File: config.mk
export PLATFORM = sky130hd
export DESIGN_NAME = display_mux_n_flat
export DESIGN_NICKNAME = d
export VERILOG_FILES = /design/src/rtl/display_mux_n_if.sv /design/src/rtl/display_mux_n.sv /design/src/flat_wrapper.sv
export SDC_FILE = /design/constraint.sdc
export NUM_CORES = 1
export LEC_CHECK = 0
export ABC_AREA = 1
export CORE_ASPECT_RATIO = 1.2
export CORE_MARGIN = 5
export CORE_UTILIZATION = 49
export CTS_BUF_LIST = sky130_fd_sc_hd__clkbuf_8
export DETAILED_ROUTE_END_ITERATION = 7
export GPL_ROUTABILITY_DRIVEN = 0
export PLACE_DENSITY = 0.76
export SETUP_SLACK_MARGIN = 0.05
export SLEW_MARGIN = 20
export SYNTH_ARGS = -nofsm -noshare
export SYNTH_HDL_FRONTEND = slang
export SYNTH_SLANG_ARGS = --single-unit
File: constraint.sdc
create_clock -name clk -period 2.25 [get_ports clk]
set_input_delay 0.45 -clock clk [delete_from_list [all_inputs] [get_ports clk]]
set_output_delay 0.45 -clock clk [all_outputs]
set_load 0.02 [all_outputs]
File: src/rtl/display_mux_n_if.sv
// display_mux_n_if: value/control inputs and display pin outputs of the 7-segment scanner
interface display_mux_n_if #(
    parameter int NDIGITS = 8
);
    logic [4*NDIGITS-1:0] val;
    logic [NDIGITS-1:0]   dp_in;
    logic [NDIGITS-1:0]   digit_en;
    logic [3:0]           brightness;
    logic [7:0]           segments;
    logic [7:0]           digitselect;
    modport master (output val, dp_in, digit_en, brightness, input segments, digitselect);
    modport slave (input val, dp_in, digit_en, brightness, output segments, digitselect);
endinterface

File: src/rtl/display_mux_n.sv
// display_mux_n: multiplexed common-anode 7-segment driver; define LEADING_ZERO_BLANK_EN to blank leading zeros
module display_mux_n #(
    parameter int NDIGITS      = 8,
    parameter int DIV_BITS     = 17,
    parameter int BLANK_CYCLES = 256
) (
    input  logic           clk,
    input  logic           reset_n,
    display_mux_n_if.slave bus
);
    localparam logic [DIV_BITS-1:0] BLANK = DIV_BITS'(BLANK_CYCLES);
    localparam logic [2:0] LAST = 3'(NDIGITS - 1);
    localparam logic [7:0] GLYPH [16] = '{
        8'hC0, 8'hF9, 8'hA4, 8'hB0, 8'h99, 8'h92, 8'h82, 8'hF8,
        8'h80, 8'h90, 8'h88, 8'h83, 8'hC6, 8'hA1, 8'h86, 8'h8E
    };
    logic [DIV_BITS-1:0]  prescaler;
    logic [2:0]           idx;
    logic [4*NDIGITS-1:0] val_q;
    logic [NDIGITS-1:0]   dp_q;
    logic                 tick, on, lz, show, dp;
    logic [3:0]           nib;
    logic [7:0]           en8, seg_d, sel_d;
    assign tick = &prescaler;
    assign en8  = 8'(bus.digit_en);
    assign nib  = 4'(32'(val_q) >> {idx, 2'b00});
    assign dp   = 1'(8'(dp_q) >> idx);
    assign on   = prescaler >= BLANK && prescaler[DIV_BITS-1 -: 4] <= bus.brightness && en8[idx];
`ifdef LEADING_ZERO_BLANK_EN
    assign lz   = idx != 3'd0 && (val_q >> {idx, 2'b00}) == '0;
`else
    assign lz   = 1'b0;
`endif
    assign show = on && !(lz && !dp);
    // Next pin values for the current slot, registered below so select and segments switch together
    always_comb begin
        sel_d = show ? ~(8'b1 << idx) : 8'hFF;
        seg_d = !show ? 8'hFF : lz ? 8'h7F : {~dp, GLYPH[nib][6:0]};
    end
    // Prescaler, digit scan, frame latch at the last digit's tick, and registered pins
    always_ff @(posedge clk or negedge reset_n) begin
        if (!reset_n) begin
            prescaler       <= '0;
            idx             <= 3'd0;
            val_q           <= '0;
            dp_q            <= '0;
            bus.segments    <= 8'hFF;
            bus.digitselect <= 8'hFF;
        end else begin
            prescaler       <= prescaler + DIV_BITS'(1);
            if (tick)
                idx <= idx == LAST ? 3'd0 : idx + 3'd1;
            if (tick && idx == LAST) begin
                val_q <= bus.val;
                dp_q  <= bus.dp_in;
            end
            bus.segments    <= seg_d;
            bus.digitselect <= sel_d;
        end
    end
endmodule
File: src/flat_wrapper.sv
// flat-port wrapper written by rule: the top's interface ports become plain ports
module display_mux_n_flat 
#(
    parameter int NDIGITS      = 8,
    parameter int DIV_BITS     = 17,
    parameter int BLANK_CYCLES = 256
)
  (clk, reset_n, bus_val, bus_dp_in, bus_digit_en, bus_brightness, bus_segments, bus_digitselect);
  display_mux_n_if #(.NDIGITS(NDIGITS)) bus_i ();
  input  logic clk;
  input  logic reset_n;
  input wire logic [$bits(bus_i.val)-1:0] bus_val;
  input wire logic [$bits(bus_i.dp_in)-1:0] bus_dp_in;
  input wire logic [$bits(bus_i.digit_en)-1:0] bus_digit_en;
  input wire logic [$bits(bus_i.brightness)-1:0] bus_brightness;
  output wire logic [$bits(bus_i.segments)-1:0] bus_segments;
  output wire logic [$bits(bus_i.digitselect)-1:0] bus_digitselect;
  assign bus_i.val = bus_val;
  assign bus_i.dp_in = bus_dp_in;
  assign bus_i.digit_en = bus_digit_en;
  assign bus_i.brightness = bus_brightness;
  assign bus_segments = bus_i.segments;
  assign bus_digitselect = bus_i.digitselect;
  display_mux_n #(.NDIGITS(NDIGITS), .DIV_BITS(DIV_BITS), .BLANK_CYCLES(BLANK_CYCLES)) u_core (.clk(clk), .reset_n(reset_n), .bus(bus_i));
endmodule
# ---- Yosys cells after proc, flatten, opt, wreduce, memory -nomap -nowiden
# Memory sizes are Yosys's and may differ from the RTL's.
# Index checks and enable logic that the tools add are counted.
dict set report totals {
  register_bits 76
  mem_bits_ro 128
  inputBits 54
  output_inout_bits 16
  word_cells 31
  mem_count 1
}
# memory depth word_bits rd rd_clocked_by_memory_dff wr line_no
set mem_list {}
lappend mem_list {{(name not given)} 16 8 1 0 0 display_mux_n.sv:38} ;# seg_d = !show ? 8'hFF : lz ? 8'h7F : {~dp, GLYPH[nib][6:0]};
dict set report op_classes {
  addsub 2
  n_lt_le_gt_ge 4
  eq_ne 1
  n_shift 3
  mux 7
  n_bitwise 3
  reduce_logical 4
}
# operator count
set op_table {}
lappend op_table {{$shr 32x5->4} 1}
lappend op_table {{$add 17x1->17 const B} 1}
lappend op_table {{$ge 17x9->1 const B} 1}
lappend op_table {{$reduce_and 17->1} 1}
lappend op_table {{$mux 8} 2}
lappend op_table {{$mux 7} 2}
lappend op_table {{$not 8->8} 1}
lappend op_table {{$shl 1x3->8 const A} 1}
lappend op_table {{$shr 8x3->1} 1}
lappend op_table {{$ge 5x5->1 const B} 1}
lappend op_table {{$not 4->5} 1}
lappend op_table {{$le 4x4->1} 1}
lappend op_table {{$lt 3x4->1 const B} 1}
lappend op_table {{$add 3x1->3 const B} 1}
lappend op_table {{$bmux 1 s3} 1}
lappend op_table {{$eq 3x3->1 const B} 1}
lappend op_table {{$logic_and 1x1->1} 3}
lappend op_table {{$mux 3} 1}
lappend op_table {{$mux 1} 1}
lappend op_table {{$not 1->1} 1}

# ---- Depth between registers and ports, before layout
dict set report logic_depth {
  word_depth 6
  mapped_depth 15
  mapped_depth_nobuf 13
}

# ---- Least setup slack after synthesis
# Ideal clock, no wire load.
dict set report synth_path {
  path_kind {register -> register}
  startpoint {register u_core.prescaler[0]}
  endpoint {register u_core.dp_q[3]}
  setup_time_ns 0.125
  t_arrival_ns 1.980
  required_ns 2.125
  slack_ns 0.146
  stages_incl_launch_ff 10
  path_buffers 1
  period_less_slack_ns 2.104
  path_cell_list {dfrtp_1 > ha_1 > nand4_1 > nor2_1 > nand3_1 > nor2_1 > ha_1 > nand2_1 > buf_2 > mux2_2}
}
dict set report synth_between {
  elab_chain_len 2
}
# element line_no
set synth_lines {}
lappend synth_lines {{start: declaration} display_mux_n.sv:17} ;# logic [DIV_BITS-1:0] prescaler;
lappend synth_lines {{start signal: assignment} display_mux_n.sv:50} ;# prescaler <= prescaler + DIV_BITS'(1);
lappend synth_lines {{$reduce_and 17->1} display_mux_n.sv:24} ;# assign tick = &prescaler;
lappend synth_lines {{$logic_and 1x1->1} display_mux_n.sv:53} ;# if (tick && idx == LAST) begin
lappend synth_lines {{end signal: assignment} display_mux_n.sv:55} ;# dp_q <= bus.dp_in;
lappend synth_lines {{end: declaration} display_mux_n.sv:20} ;# logic [NDIGITS-1:0] dp_q;
# No other way between the ends.
# A chain may end at the register's enable or synchronous reset.

# ---- Final worst setup path
dict set report layout_path {
  startpoint {register u_core.prescaler[0]}
  endpoint {register u_core.val_q[15]}
}
dict set report layout_between {
  elab_chain_len 2
}
# element line_no
set layout_lines {}
lappend layout_lines {{$reduce_and 17->1} display_mux_n.sv:24}
lappend layout_lines {{$logic_and 1x1->1} display_mux_n.sv:53}
lappend layout_lines {{end signal: assignment} display_mux_n.sv:54} ;# val_q <= bus.val;
lappend layout_lines {{end: declaration} display_mux_n.sv:19} ;# logic [4*NDIGITS-1:0] val_q;
# No other way between the ends.

==> flow_metrics.tcl <==
set metrics [dict create \
    tightest_slew_ps 397.5 \
    tritoncts "yes" \
    start_util_pct 50.86 \
    die_area_mm2 0.009947 \
    vdd_drop_max_mv 0.4288 \
    drc 0 \
    fin_setup_tns_ps 0 \
    root_buffer "clkbuf_8" \
    gr-usage-all-layers_pct 16.88 \
    antenna_cells 0 \
    placement.cell_area_mm2 0.004742 \
    io_pins 70 \
    rows 35 \
    syn_to_final_growth_pct 26.02 \
    yosysUniqueCellTypes 30 \
    max_cap_viol_count 0 \
    hold_viol 0 \
    clock_latency_ps 340 \
    crit_top_cell "ha_1" \
    setup_viol 0 \
    dp_slack_ps 44.95 \
    synth_fp_nets 499 \
    dr.first_iter.drc_count 112 \
    ys_ff_latch 76 \
    p_sw_share_pct 22.80 \
    cp-end-kind "register" \
    numCtsBuffers 9 \
    synthTopCellsByArea "dfrtp_1, dfstp_2, nand2_1" \
    combPwrFrac_pct 8.8 \
    yosysTopAreaCell "dfrtp_1" \
    skew_ps 9.362 \
    clk_pin_slew_worst_paths_ps 80 \
    crit_fanout 43 \
    fp.dieH_um 108.3 \
    slowest_stage "dfrtp_1" \
    period_needed_ps 2038 \
    fp.dieW_um 91.89 \
    synth.avg_cell_area_um2 9.255 \
    dp_hpwl_um 5647 \
    setup.worst_path.start_class "register" \
    clock.fmax_ghz 0.4908 \
    power.internal_mw 2.110 \
    drtPass1Iterations 4 \
    via_per_inst 5.028 \
    slew_viol_final 0 \
    crit_family "simple AND/OR/NAND/NOR gates" \
    port-buffer-count 69 \
    core_area_mm2 0.007751 \
    clockBufferDepth 2 \
    final_nets 575 \
    wirelength_um 7810 \
    hold_path_class "in -> async" \
    slew_headroom_pct 73.50 \
    p_sw_mw 0.6231 \
    power_frac_clock_pct 39.4 \
    yosys.area.top_type_share_pct 38.08 \
    status "finished clean" \
    drive_gt1_share_pct 18.34 \
    rsz0062_at_grt "no" \
    worstPathRequired_ps 2470 \
    cts.sinks 76 \
    leakagePower_nw 2.367 \
    grt_max_degree 77 \
    drtAntennaViolNets 0 \
    yosysSeqAreaShare_pct 48.75 \
    path_cells "ha_1 -> nand4_1 -> nor2_2 -> nand3_1 -> nor2_1 -> ha_1 -> nand2_2 -> buf_12 -> mux2_2" \
    antenna_found_initial 0 \
    vias 3012 \
    timing.critical_path.arrival_ps 2260 \
    grt_pass1_vias 2912 \
    p_per_area_mw_per_mm2 550.2 \
    slowest_delay_ps 390 \
    critPathKind "reg -> reg" \
    cts_max_level 3 \
    timing.critical_path.buf_inv 1 \
    grt.overflow.total 0 \
    pwr-share-seq_pct 51.8 \
    fillCellCount 659 \
    fin_area_mm2 0.004969 \
    synth.cell_area_mm2 0.003943 \
    timing.final.ws_setup_ps 212.4 \
    grt_pass1_wl_um 13520 \
    yosysWarnings 0 \
    netlist_instances 426 \
    routedWlPerCell_um 13.04 \
    period_share_pct 90.56 \
]
[stage by stage]
stage	utilization, %	std cells	power, mW	hold WS [ps]
2_1_floorplan	-	426	1.537	154.4
3_3_place_gp	61.18	582	1.678	466.7
5_1_grt	64.10	599	2.856	153.3
6_report	64.10	599	2.733	117.9
4_1_cts	63.87	598	2.762	134.6
3_5_place_dp	61.18	582	1.683	466.9
[sequential cells by signal, summed over array words and instances, names as in the netlist]
register and flops:
u_core.val_q 32, u_core.prescaler 17, u_core.bus.digitselect 8, u_core.bus.segments 8, u_core.dp_q 8, u_core.idx 3
[Yosys cell counts, drive strengths merged]
library cell,instances
a21oi,26
a32o,2
buf,12
clkbuf,2
dfrtp,60
dfstp,16
ha,19
inv,48
mux2,17
nand2,104
nand3,50
nand4,6
nor2,42
nor3,2
o21ai,6
xnor2,5
xor2,9
[routing by layer]
metal | up-vias | global-route usage (%) | wire length, µm
met3 | 9 | 3.758 | 364
met4 | 0 | 5.096 | 80
met2 | 71 | 27.56 | 3789
met5 | - | 0 | 0
met1 | 1421 | 22.60 | 3575
li1 | 1511 | - | -
[cells by family (layout without fill, tap and decap cells)]
kind of cell,count (synthesis),in the layout,share of synthesized area (%)
buffers and inverters,62,143,7.521
DFF,76,76,48.75
adders and majority gates,19,19,6.030
AOI/OAI and AO/OA,34,34,4.760
and+or+nand+nor,204,204,24.98
muxes,17,17,4.856
xor gates and xnor gates,14,14,3.110
[worst paths after layout]
path                       cells past startpoint  slack [ps]           startpoint                endpoint
hold reg to reg                                1         480  u_core.prescaler[4]     u_core.prescaler[4]
min in group clk                               1         480  u_core.prescaler[4]     u_core.prescaler[4]
setup reg to reg                               9         210  u_core.prescaler[0]        u_core.val_q[15]
max in group asynchronous                      2        1770              reset_n  u_core.bus.segments[6]
setup / recovery                               9         210  u_core.prescaler[0]        u_core.val_q[15]
hold / removal                                 2         120              reset_n        u_core.val_q[20]
[layout make-up]
type	instances	area (µm²)	area share (%)
clock inverter	5	57.56	1.158
timing repair buffer	79	798.3	16.07
tap	92	115.1	2.317
multi-input combinational	288	1737	34.95
sequential	76	1922	38.68
clock buffer	11	151.4	3.047
inverter	48	187.7	3.777
[layout by cell type (no fill, tap or decap), types with 7 or more instances in the layout]
cell type and count:
clkbuf_8 11, nor2_1 37, dfstp_2 16, mux2_2 17
nand2_1 93, nand3_2 10, a21oi_1 26, nand2_2 9
xor2_1 9, nand3_1 38, inv_1 45, dfrtp_1 60
buf_4 7, clkdlybuf4s50_1 68, ha_1 19
[power groups by stage]
stage               clock network [mW]  logic [mW]  registers, mW
floorplan                            0      0.0994           1.44
finish                            1.08       0.240           1.42
global placement                     0       0.238           1.44
global route                      1.17       0.270           1.42
CTS                               1.10       0.244           1.42
detailed placement                   0       0.242           1.44
[what timing repair did]
action | CTS | global route
gates resized for setup | 0 | 2
hold buffers | 0 | 0
setup buffers | 0 | 1
endpoints found under the setup margin | 0 | 20
No activity file was read; power rests on OpenSTA's default activity.
